File: src/rtl/fir_host_sequencer.sv
// Host-side sequencer for fir_filter: loads four coefficients from a shadow bank,
// then streams samples through the modwait handshake, capturing results and timeouts.
module fir_host_sequencer #(
  parameter int unsigned TIMEOUT = 64
) (
  input  logic        clk,
  input  logic        n_rst,
  input  logic        coeff_wr,
  input  logic [1:0]  coeff_idx,
  input  logic [15:0] coeff_in,
  input  logic        load_start,
  input  logic        in_valid,
  input  logic [15:0] in_data,
  output logic        in_ready,
  output logic [15:0] sample_data,
  output logic [15:0] fir_coefficient,
  output logic        load_coeff,
  output logic        data_ready,
  input  logic        modwait,
  input  logic [15:0] fir_out,
  input  logic        err,
  input  logic        one_k_samples,
  output logic        out_valid,
  output logic [15:0] out_data,
  output logic        out_err,
  output logic        coeff_loaded,
  output logic        busy,
  output logic        kilo_seen,
  output logic        timeout_err,
  output logic [15:0] sample_count
);

  localparam int unsigned CW = $clog2(TIMEOUT);

  typedef enum logic [2:0] {
    S_IDLE      = 3'd0,
    S_COEF_REQ  = 3'd1,
    S_COEF_WAIT = 3'd2,
    S_SAMP_REQ  = 3'd3,
    S_SAMP_WAIT = 3'd4
  } state_t;

  state_t        r_state;
  state_t        w_state_nxt;
  logic [CW-1:0] r_cnt;
  logic [1:0]    r_idx;
  logic [15:0]   r_shadow [4];

  logic w_tmo;
  logic w_load_go;
  logic w_accept;
  logic w_coef_step;
  logic w_coef_done;
  logic w_samp_done;

  assign w_tmo    = (r_state != S_IDLE) && (r_cnt == CW'(TIMEOUT - 1));
  assign in_ready = (r_state == S_IDLE) && coeff_loaded && !load_start;

  always_ff @(posedge clk or negedge n_rst) begin
    if (!n_rst) r_state <= S_IDLE;
    else        r_state <= w_state_nxt;
  end

  // Timeout always wins over a handshake edge in the same cycle.
  always_comb begin
    w_state_nxt = r_state;
    case (r_state)
      S_IDLE: begin
        if (load_start)                     w_state_nxt = S_COEF_REQ;
        else if (in_valid && coeff_loaded)  w_state_nxt = S_SAMP_REQ;
      end
      S_COEF_REQ: begin
        if (w_tmo)        w_state_nxt = S_IDLE;
        else if (modwait) w_state_nxt = S_COEF_WAIT;
      end
      S_COEF_WAIT: begin
        if (w_tmo)         w_state_nxt = S_IDLE;
        else if (!modwait) w_state_nxt = (r_idx == 2'd3) ? S_IDLE : S_COEF_REQ;
      end
      S_SAMP_REQ: begin
        if (w_tmo)        w_state_nxt = S_IDLE;
        else if (modwait) w_state_nxt = S_SAMP_WAIT;
      end
      S_SAMP_WAIT: begin
        if (w_tmo || !modwait) w_state_nxt = S_IDLE;
      end
      default: w_state_nxt = S_IDLE;
    endcase
  end

  always_comb begin
    w_load_go   = 1'b0;
    w_accept    = 1'b0;
    w_coef_step = 1'b0;
    w_coef_done = 1'b0;
    w_samp_done = 1'b0;
    case (r_state)
      S_IDLE: begin
        w_load_go = load_start;
        w_accept  = !load_start && in_valid && coeff_loaded;
      end
      S_COEF_WAIT: begin
        w_coef_step = !w_tmo && !modwait && (r_idx != 2'd3);
        w_coef_done = !w_tmo && !modwait && (r_idx == 2'd3);
      end
      S_SAMP_WAIT: w_samp_done = !w_tmo && !modwait;
      default: ;
    endcase
  end

  // Strobes are registered from the next state so they follow state entry exactly.
  always_ff @(posedge clk or negedge n_rst) begin
    if (!n_rst) begin
      for (int i = 0; i < 4; i++) r_shadow[i] <= '0;
      r_cnt           <= '0;
      r_idx           <= '0;
      sample_data     <= '0;
      fir_coefficient <= '0;
      load_coeff      <= 1'b0;
      data_ready      <= 1'b0;
      out_valid       <= 1'b0;
      out_data        <= '0;
      out_err         <= 1'b0;
      coeff_loaded    <= 1'b0;
      busy            <= 1'b0;
      kilo_seen       <= 1'b0;
      timeout_err     <= 1'b0;
      sample_count    <= '0;
    end else begin
      if (coeff_wr) r_shadow[coeff_idx] <= coeff_in;

      if ((w_state_nxt != r_state) || (r_state == S_IDLE)) r_cnt <= '0;
      else                                                 r_cnt <= r_cnt + CW'(1);

      load_coeff <= (w_state_nxt == S_COEF_REQ);
      data_ready <= (w_state_nxt == S_SAMP_REQ);
      busy       <= (w_state_nxt != S_IDLE);
      out_valid  <= w_samp_done;

      if (w_samp_done) begin
        out_data     <= fir_out;
        out_err      <= err;
        sample_count <= sample_count + 16'd1;
      end

      if (w_load_go) begin
        coeff_loaded    <= 1'b0;
        r_idx           <= 2'd0;
        fir_coefficient <= r_shadow[0];
      end else if (w_coef_step) begin
        r_idx           <= r_idx + 2'd1;
        fir_coefficient <= r_shadow[r_idx + 2'd1];
      end
      if (w_coef_done) coeff_loaded <= 1'b1;

      if (w_accept)      sample_data <= in_data;
      if (one_k_samples) kilo_seen   <= 1'b1;
      if (w_tmo)         timeout_err <= 1'b1;
    end
  end

endmodule
File: config.mk
export PLATFORM = sky130hd
export DESIGN_NAME = fir_host_sequencer
export DESIGN_NICKNAME = d
export VERILOG_FILES = /design/src/rtl/fir_host_sequencer.sv
export SDC_FILE = /design/constraint.sdc
export NUM_CORES = 1
export LEC_CHECK = 0
export ABC_CLOCK_PERIOD_IN_PS = 2700
export BUFFER_PORTS_ARGS = -buffer_cell sky130_fd_sc_hd__buf_2
export CAP_MARGIN = 25
export CORE_ASPECT_RATIO = 0.6
export CORE_MARGIN = 8
export CORE_UTILIZATION = 55
export DETAILED_ROUTE_END_ITERATION = 8
export PLACE_DENSITY = 0.8
export SKIP_LAST_GASP = 1
export SLEW_MARGIN = 20
export SYNTH_ARGS = -nofsm -noshare
export SYNTH_HDL_FRONTEND = slang
export SYNTH_SLANG_ARGS = --single-unit
File: constraint.sdc
create_clock -name clk -period 2.7 [get_ports clk]
set_input_delay 0.405 -clock clk [delete_from_list [all_inputs] [get_ports clk]]
set_output_delay 0.405 -clock clk [all_outputs]
set_load 0.03 [all_outputs]
==> results.yml, run 1 <==
status:
  status: "complete, but fails checks"
  violations: "negative hold slack"
setup_path:
  crit_type: "register to register"
  endpoint_kind: "register"
  worstPathRequired_ns: 2.96
  critPathMaxFanout: 7
  arrival_ns: 2.63
  start_kind: "register"
global_route:
  gr-total-overflow: 0
  met2_usage: 0.308
  use_met3: 0.0690
  first_global_vias: 4568
  track_usage: 0.188
  top_usage_layer: "met2"
  grt_pass1_wl_um: 23200
  grt_max_degree: 71
  use_met1: 0.232
  antenna_found_initial: 2
yosys:
  synth-async-reset-ratio: 1.00
  yosysTopAreaCell: "dfrtp_1"
  postSynthCellCount: 489
  seq_area_frac_synth: 0.587
  synth_flop_cell: "dfrtp_1"
  synth_enable_flop_cells: 0
  ys_ff_latch: 147
  synth_area_um2: 6260
  synth_area_leaders: "dfrtp_1, mux2_2, nand2_1"
  avgSynthCellArea_um2: 12.8
  syn_nets: 550
  synth_cell_type_count: 46
  synth_top_area_frac: 0.587
  yosys_warnings: 0
sta:
  period_needed_ns: 2.37
  worstMarginPinSlew_ns: 0.799
  finalCritPeriodShare: 0.878
  rsz0062_at_grt: "false"
  relSlewSlack: 0.464
  hold_viol: 7
  max_freq_mhz: 422
  fin_tns_setup_ns: 0
  fin_skew_ns: 0.00718
  worst_slack_ns: 0.330
  maxSlewViolCount: 0
  timing.hold.ws_ns: -0.0146
  setup_viol: 0
drt:
  postRouteAntennaNets: 0
  route.detailed.drc: 0
  wire_per_inst_um: 18.2
  vias: 4352
  viasPerCell: 5.57
  wl_um: 14200
  drtIter0Drc: 178
  first_pass_iters: 5
power_and_ir_drop:
  finalPower_mw: 8.67
  peakVddDrop_mv: 0.677
  power_density_nw_per_um2: 1110
  p_leak_nw: 3.77
clocking:
  clk_pin_slew_ns: 0.06
  cts_setup_buffers: 0
  clock_sinks: 147
  root_buffer: "clkbuf_16"
  cts_buffers: 17
  cts_hold_buffers: 0
  insertion_delay_ns: 0.42
  cts_tree: "built"
  cts_max_level: 4
  clk_path_buf_depth: 2
  cts_resized: 0
floorplan:
  num_io_pins: 131
  die-area_um2: 15200
  start_util: 0.560
  num_rows: 30
  fp.dieW_um: 154
  core_um2: 11200
  die_h_um: 98.7
min_path:
  min_path_type: "primary input to asynchronous set/reset pin"
placement:
  dp_hpwl_um: 9820
  place_ws_ns: 0.324
  io_buffers: 130
  place_congestion: 0.806
finish:
  fin_nets: 686
  syn_to_final_growth_pct: 24.4
  final_common_cell: "dfrtp_1"
  final_cell_mix: "dfrtp_1, buf_2, mux2_2"
  diodes: 0
  layout-drive-gt1-share: 0.461
flow_run:
  cap_violations: 0
==> path summary, 6_finish.rpt <==
check                                   start            to  slack, ns  cells after the start
max in group asynchronous               n_rst  r_shadow[49]       1.86                      2
min in group clk                one_k_samples     kilo_seen       0.18                      2
worst min register to register    timeout_err   timeout_err       0.46                      1
worst max register to register       r_cnt[0]      r_cnt[1]       0.33                      6
worst min-delay path                    n_rst   out_data[1]      -0.01                      1
worst max-delay path                 r_cnt[0]      r_cnt[1]       0.33                      6
==> layer usage <==
| metal | share of wire | vias to the layer above |
|---|---|---|
| li1 | - | 2010 |
| met4 | 0.0094 | 4 |
| met5 | 0.0018 | - |
| met1 | 0.45 | 2159 |
| met3 | 0.074 | 16 |
| met2 | 0.47 | 163 |
==> Yosys cell counts, drive strengths merged (8+ instances only) <==
cell type  count
xor2          10
o22ai         16
dfrtp        147
o21ai         32
inv            8
nand2         47
buf           11
mux2         111
nor3          11
nor2          14
xnor2         11
clkbuf        15
==> worst max-delay path: stages, from the launching register on <==
cell and delay, ns:
dfrtp_1 0.40, ha_1 0.24, and4_4 0.23, and2_1 0.24
o311a_1 0.31, a211oi_1 0.68, nor3b_1 0.12
==> cells by family after synthesis <==
logic type / share of synthesized area
compound gates: 0.0647
buf+inv: 0.0244
flops: 0.587
fa+ha+maj: 0.00599
mux: 0.206
xor+xnor: 0.0294
simple gates: 0.0825
==> area by class of cell <==
class / count / area, µm²
Sequential cell: 147 / 3680
Fill cell: 792 / 3400
Multi-Input combinational cell: 308 / 2440
Timing Repair Buffer: 143 / 771
Clock buffer: 20 / 457
Clock inverter: 12 / 228
Tap cell: 144 / 180
Inverter: 8 / 30.0
==> stage by stage <==
step,instances,instance area [µm²],util
finish,782,7790,0.696
global route,782,7790,0.696
CTS,781,7780,0.695
detailed placement,749,7090,0.634
global placement,749,7090,0.634
floorplan,489,6260,-
==> where the power goes <==
group / internal, mW / switching (mW)
clock network: 1.79 / 0.898
registers: 2.78 / 0.358
logic: 1.10 / 1.75
==> registers in the layout (all words and copies together), names as in the netlist, 2 cells and up <==
name,count
r_idx,2
sample_data,16
r_state,3
r_shadow,64
sample_count,16
fir_coefficient,16
r_cnt,6
out_data,16
No activity file was read; power rests on OpenSTA's default activity.
==> inputs of run 2 (changes only) <==
--- a/config.mk
+++ b/config.mk
@@ -5,14 +5,14 @@
 export SDC_FILE = /design/constraint.sdc
 export NUM_CORES = 1
 export LEC_CHECK = 0
-export ABC_CLOCK_PERIOD_IN_PS = 2700
+export ABC_CLOCK_PERIOD_IN_PS = 2100
 export BUFFER_PORTS_ARGS = -buffer_cell sky130_fd_sc_hd__buf_2
 export CAP_MARGIN = 25
 export CORE_ASPECT_RATIO = 0.6
 export CORE_MARGIN = 8
-export CORE_UTILIZATION = 55
+export CORE_UTILIZATION = 49
 export DETAILED_ROUTE_END_ITERATION = 8
-export PLACE_DENSITY = 0.8
+export PLACE_DENSITY = 0.76
 export SKIP_LAST_GASP = 1
 export SLEW_MARGIN = 20
 export SYNTH_ARGS = -nofsm -noshare
==> constraint.sdc (replaced) <==
create_clock -name clk -period 2.1 [get_ports clk]
set_input_delay 0.315 -clock clk [delete_from_list [all_inputs] [get_ports clk]]
set_output_delay 0.315 -clock clk [all_outputs]
set_load 0.03 [all_outputs]
==> results.yml, run 2 (same netlist as run 1, synthesis figures left out) <==
status:
  status: "complete, no violations"
finish:
  diodes: 0
  largest_register: "r_shadow"
  layout-drive-gt1-share: 0.486
  syn_to_final_growth_pct: 25.6
  fin_nets: 700
  final_common_cell: "dfrtp_1"
  largest_reg_flops: 64
  final_cell_mix: "dfrtp_1, buf_2, mux2_2"
drt:
  postRouteAntennaNets: 0
  route.detailed.drc: 0
  vias: 4371
  first_pass_iters: 5
  drtIter0Drc: 168
  wire_per_inst_um: 17.6
  wl_um: 14400
  viasPerCell: 5.32
sta:
  worstMarginPinSlew_ns: 0.601
  max_freq_mhz: 498
  hold_viol: 0
  maxSlewViolCount: 0
  relSlewSlack: 0.598
  period_needed_ns: 2.01
  rsz0062_at_grt: "false"
  finalCritPeriodShare: 0.957
  worst_slack_ns: 0.0908
  timing.hold.ws_ns: 0.0855
  setup_viol: 0
  fin_skew_ns: 0.00910
setup_path:
  rrSetupSlack_ns: 0.09
  endpoint_kind: "register"
  crit_type: "register to register"
  arrival_ns: 2.30
  critPathMaxFanout: 12
  start_kind: "register"
  worstPathRequired_ns: 2.39
floorplan:
  die-area_um2: 16800
  num_rows: 32
  die_h_um: 104
  fp.dieW_um: 162
  start_util: 0.495
  core_um2: 12700
  num_io_pins: 131
placement:
  place_congestion: 0.887
  io_buffers: 130
  place_ws_ns: -0.0287
  dp_hpwl_um: 10200
clocking:
  cts_buffers: 17
  cts_tree: "built"
  clk_pin_slew_ns: 0.06
  clock_sinks: 147
  insertion_delay_ns: 0.42
  clk_path_buf_depth: 2
  root_buffer: "clkbuf_16"
  cts_max_level: 4
power_and_ir_drop:
  peakVddDrop_mv: 0.820
  p_sw_frac: 0.365
  p_clk_frac: 0.262
  comb_power_share: 0.367
  power_density_nw_per_um2: 1360
  intPower_mw: 6.81
  p_seq_frac: 0.371
  p_leak_nw: 3.78
  p_sw_mw: 3.92
global_route:
  grt_max_degree: 45
  track_usage: 0.176
  gr-total-overflow: 0
  antenna_found_initial: 2
  first_global_vias: 4701
  grt_pass1_wl_um: 23800
min_path:
  min_path_type: "primary input to register"
flow_run:
  cap_violations: 0
-- run 2: stage by stage --
stage | utilization | setup TNS [ns] | std cells | instance area, µm² | total power [mW]
global route | 0.622 | 0 | 822 | 7870 | 11.3
CTS | 0.618 | 0 | 820 | 7820 | 10.8
detailed placement | 0.572 | -0.0703 | 787 | 7240 | 7.91
finish | 0.622 | 0 | 822 | 7870 | 10.7
global placement | 0.572 | 0 | 787 | 7240 | 7.72
floorplan | - | 0 | 489 | 6260 | 6.62
-- run 2: final timing paths --
| check | startpoint | to | depth (start not counted) |
|---|---|---|---|
| min in group asynchronous | n_rst | sample_count[5] | 2 |
| setup reg to reg | r_idx[0] | fir_coefficient[3] | 7 |
| setup / recovery | r_idx[0] | fir_coefficient[3] | 7 |
| max in group asynchronous | n_rst | timeout_err | 3 |
| hold / removal | one_k_samples | kilo_seen | 2 |
| hold reg to reg | r_cnt[0] | r_cnt[0] | 1 |
-- run 2: final cells by class --
class / count / area [µm²]
fill: 989 / 4780
timing repair buffer: 157 / 906
inverter: 8 / 30.0
tap: 170 / 213
multi-input combinational: 308 / 2480
sequential: 147 / 3680
clock inverter: 13 / 111
clock buffer: 19 / 443
-- run 2: what timing repair did --
item,CTS,global route
setup endpoints to repair,6,27
hold buffers,1,0
hold endpoints to repair,41,0
resized for setup,3,14
buffers inserted,0,2
pin swaps,1,3
-- run 2: critical path, stage by stage (launching register included) --
cell,delay [ns]
dfrtp_1,0.38
ha_2,0.22
or4b_4,0.50
a211oi_4,0.31
nor2_4,0.14
buf_6,0.17
nand2_1,0.07
o21ai_0,0.08
-- run 2: power by group through the flow --
stage | registers [mW] | clock network, mW | logic, mW
floorplan | 4.85 | 0 | 1.77
global placement | 3.96 | 0 | 3.76
detailed placement | 4.02 | 0 | 3.89
CTS | 3.97 | 2.87 | 3.92
global route | 4.08 | 3.00 | 4.26
finish | 3.98 | 2.81 | 3.94
-- run 2: routing by layer --
metal  GRT usage  routed length (µm)
met1       0.228                6480
met2       0.276                6830
met3      0.0494                 962
met4      0.0684                 144
met5           0                  24
==> inputs of run 3 (changes only) <==
--- a/config.mk
+++ b/config.mk
@@ -5,12 +5,13 @@
 export SDC_FILE = /design/constraint.sdc
 export NUM_CORES = 1
 export LEC_CHECK = 0
+export ABC_AREA = 1
 export ABC_CLOCK_PERIOD_IN_PS = 2100
 export BUFFER_PORTS_ARGS = -buffer_cell sky130_fd_sc_hd__buf_2
 export CAP_MARGIN = 25
 export CORE_ASPECT_RATIO = 0.6
 export CORE_MARGIN = 8
-export CORE_UTILIZATION = 49
+export CORE_UTILIZATION = 50
 export DETAILED_ROUTE_END_ITERATION = 8
 export PLACE_DENSITY = 0.76
 export SKIP_LAST_GASP = 1
==> results.yml, run 3 <==
status:
  status: "complete, no violations"
yosys:
  yosysMostFrequentCell: "nand2_1"
  muxShareOfSynthArea: 0.0330
  synth-async-reset-ratio: 1.00
  syn_nets: 755
  synth_compound_area_frac: 0.103
  synthSimpleGateAreaFrac: 0.228
  postSynthCellCount: 694
  yosysTopAreaCell: "dfrtp_1"
  synth_top_area_frac: 0.557
  synth_cell_type_count: 42
  synth_area_leaders: "dfrtp_1, nand2_1, o21ai_0"
  seq_area_frac_synth: 0.557
  synth_flop_cell: "dfrtp_1"
  synth_top_family_by_area: "simple AND/OR/NAND/NOR gates"
  synth-xor-area-share: 0.0239
  synth_enable_flop_cells: 0
  yosys_warnings: 0
  synth_adder_area_share: 0.00568
  ys_ff_latch: 147
  synth_commonest_cells: "nand2_1, dfrtp_1, o21ai_0"
  avgSynthCellArea_um2: 9.52
  synth_area_um2: 6600
sta:
  hold_viol: 0
  relSlewSlack: 0.618
  max_freq_mhz: 534
  finalCritPeriodShare: 0.892
  fin_skew_ns: 0.00936
  period_needed_ns: 1.87
  worst_slack_ns: 0.228
  fin_tns_setup_ns: 0
  worstMarginPinSlew_ns: 0.570
  rsz0062_at_grt: "false"
  timing.hold.ws_ns: 0.0899
  setup_viol: 0
  maxSlewViolCount: 0
finish:
  final_common_cell: "nand2_1"
  syn_to_final_growth_pct: 22.8
  layout-drive-gt1-share: 0.308
  regArea_um2: 3680
  stdcell_count: 1012
  nFillCells: 1046
  final_util: 0.631
  largest_reg_flops: 64
  largest_register: "r_shadow"
  fin_nets: 890
  diodes: 0
  final_cell_mix: "nand2_1, dfrtp_1, buf_2"
  multi_input_area_um2: 2590
power_and_ir_drop:
  p_seq_frac: 0.337
  comb_power_share: 0.393
  p_sw_frac: 0.396
  peakVddDrop_mv: 0.633
  p_leak_nw: 4.21
  p_sw_mw: 4.76
  p_clk_frac: 0.270
  power_density_nw_per_um2: 1480
  intPower_mw: 7.25
setup_path:
  start_kind: "register"
  arrival_ns: 2.18
  slowest_stage: "dfrtp_1"
  endpoint_kind: "register"
  slowest_delay_ns: 0.39
  worstPathCellList: "ha_1 -> nand3_2 -> nor2_2 -> nand2_4 -> nand2_2 -> clkinv_2 -> nand2_4 -> inv_6 -> nand2_4 -> nor2_4 -> nand2_1 -> nand2_1 -> nand2_1"
  path_delay_family: "simple AND/OR/NAND/NOR gates"
  worstPathRequired_ns: 2.41
  crit_type: "register to register"
  critPathMaxFanout: 28
  cp_num_buf_inv: 2
drt:
  wl_met2_um: 6690
  route.detailed.drc: 0
  wl_um: 16000
  routed.top_layer: "met4"
  wl_met1_um: 7750
  first_pass_iters: 5
  viasPerCell: 5.11
  drtIter0Drc: 440
  met3_length_um: 1400
  wire_per_inst_um: 15.8
  postRouteAntennaNets: 0
  vias: 5175
placement:
  placedCellCount: 979
  place_congestion: 0.818
  io_buffers: 130
  dp_hpwl_um: 11000
  place_ws_ns: 0.236
clocking:
  cts_setup_buffers: 0
  clk_pin_slew_ns: 0.06
  cts_max_level: 4
  insertion_delay_ns: 0.41
  clk_path_buf_depth: 2
  root_buffer: "clkbuf_16"
  cts_buffers: 17
  cts_tree: "built"
  clock_sinks: 147
global_route:
  track_usage: 0.192
  antenna_found_initial: 0
  grt_max_degree: 62
  grt_pass1_wl_um: 26600
  first_global_vias: 5051
  gr-total-overflow: 0
floorplan:
  num_io_pins: 131
  die-area_um2: 17300
  core_um2: 12900
  die_h_um: 105
  fp.dieW_um: 164
  num_rows: 32
  start_util: 0.514
min_path:
  min_path_type: "primary input to register"
flow_run:
  cap_violations: 0
## run 3: changes by cell type after synthesis, moves of 13 or more
cell and delta:
nand2_2 +13, o22ai_1 -15, o21ai_0 +41, o31ai_2 +14, or2_2 +14, nor2_1 +25
inv_1 +29, mux2_2 -103, nand3_1 +20, nand2_1 +153
## run 3: worst paths after layout
| check | startpoint | endpoint | slack [ns] | cells after the start |
|---|---|---|---|---|
| setup reg to reg | r_cnt[0] | sample_count[8] | 0.23 | 13 |
| hold / removal | one_k_samples | kilo_seen | 0.09 | 2 |
| hold reg to reg | kilo_seen | kilo_seen | 0.46 | 1 |
| max in group asynchronous | n_rst | r_shadow[47] | 1.02 | 3 |
| min in group asynchronous | n_rst | sample_count[2] | 0.41 | 2 |
| setup / recovery | r_cnt[0] | sample_count[8] | 0.23 | 13 |
## run 3: layer usage
layer	GRT usage	vias to the layer above
li1	-	2513
met1	0.279	2467
met2	0.272	180
met3	0.0560	15
met4	0.0523	0
met5	0	-
## run 3: cell type report
class | instances | area share
Clock buffer | 21 | 0.0580
Clock inverter | 11 | 0.0216
Inverter | 44 | 0.0214
Multi-Input combinational cell | 474 | 0.320
Sequential cell | 147 | 0.453
Tap cell | 170 | 0.0262
Timing Repair Buffer | 145 | 0.0998
## run 3: cells by family (layout without fill, tap and decap cells)
group,Yosys count,in the layout
compound gates,110,110
xor+xnor,18,18
fa+ha+maj,3,3
buf+inv,73,221
flops,147,147
mux,16,16
simple gates,327,327
## run 3: repair_timing
item | CTS | global route
hold buffers | 1 | 0
endpoints found under the hold margin | 44 | 0
resized for setup | 0 | 0
setup endpoints to repair | 0 | 0
## run 3: power groups by stage
| stage | combinational, mW | sequential (mW) | clock [mW] |
|---|---|---|---|
| floorplan | 2.38 | 5.05 | 0 |
| global placement | 4.66 | 4.06 | 0 |
| detailed placement | 4.71 | 4.08 | 0 |
| CTS | 4.76 | 4.04 | 3.30 |
| global route | 5.14 | 4.13 | 3.46 |
| finish | 4.72 | 4.05 | 3.24 |
## run 3: through the flow
stage                     area (µm²)  total power [mW]
after floorplan                 6600              7.43
after global placement          7460              8.71
after detailed placement        7460              8.79
after CTS                       8110              12.1
after global routing            8110              12.7
final                           8110              12.0
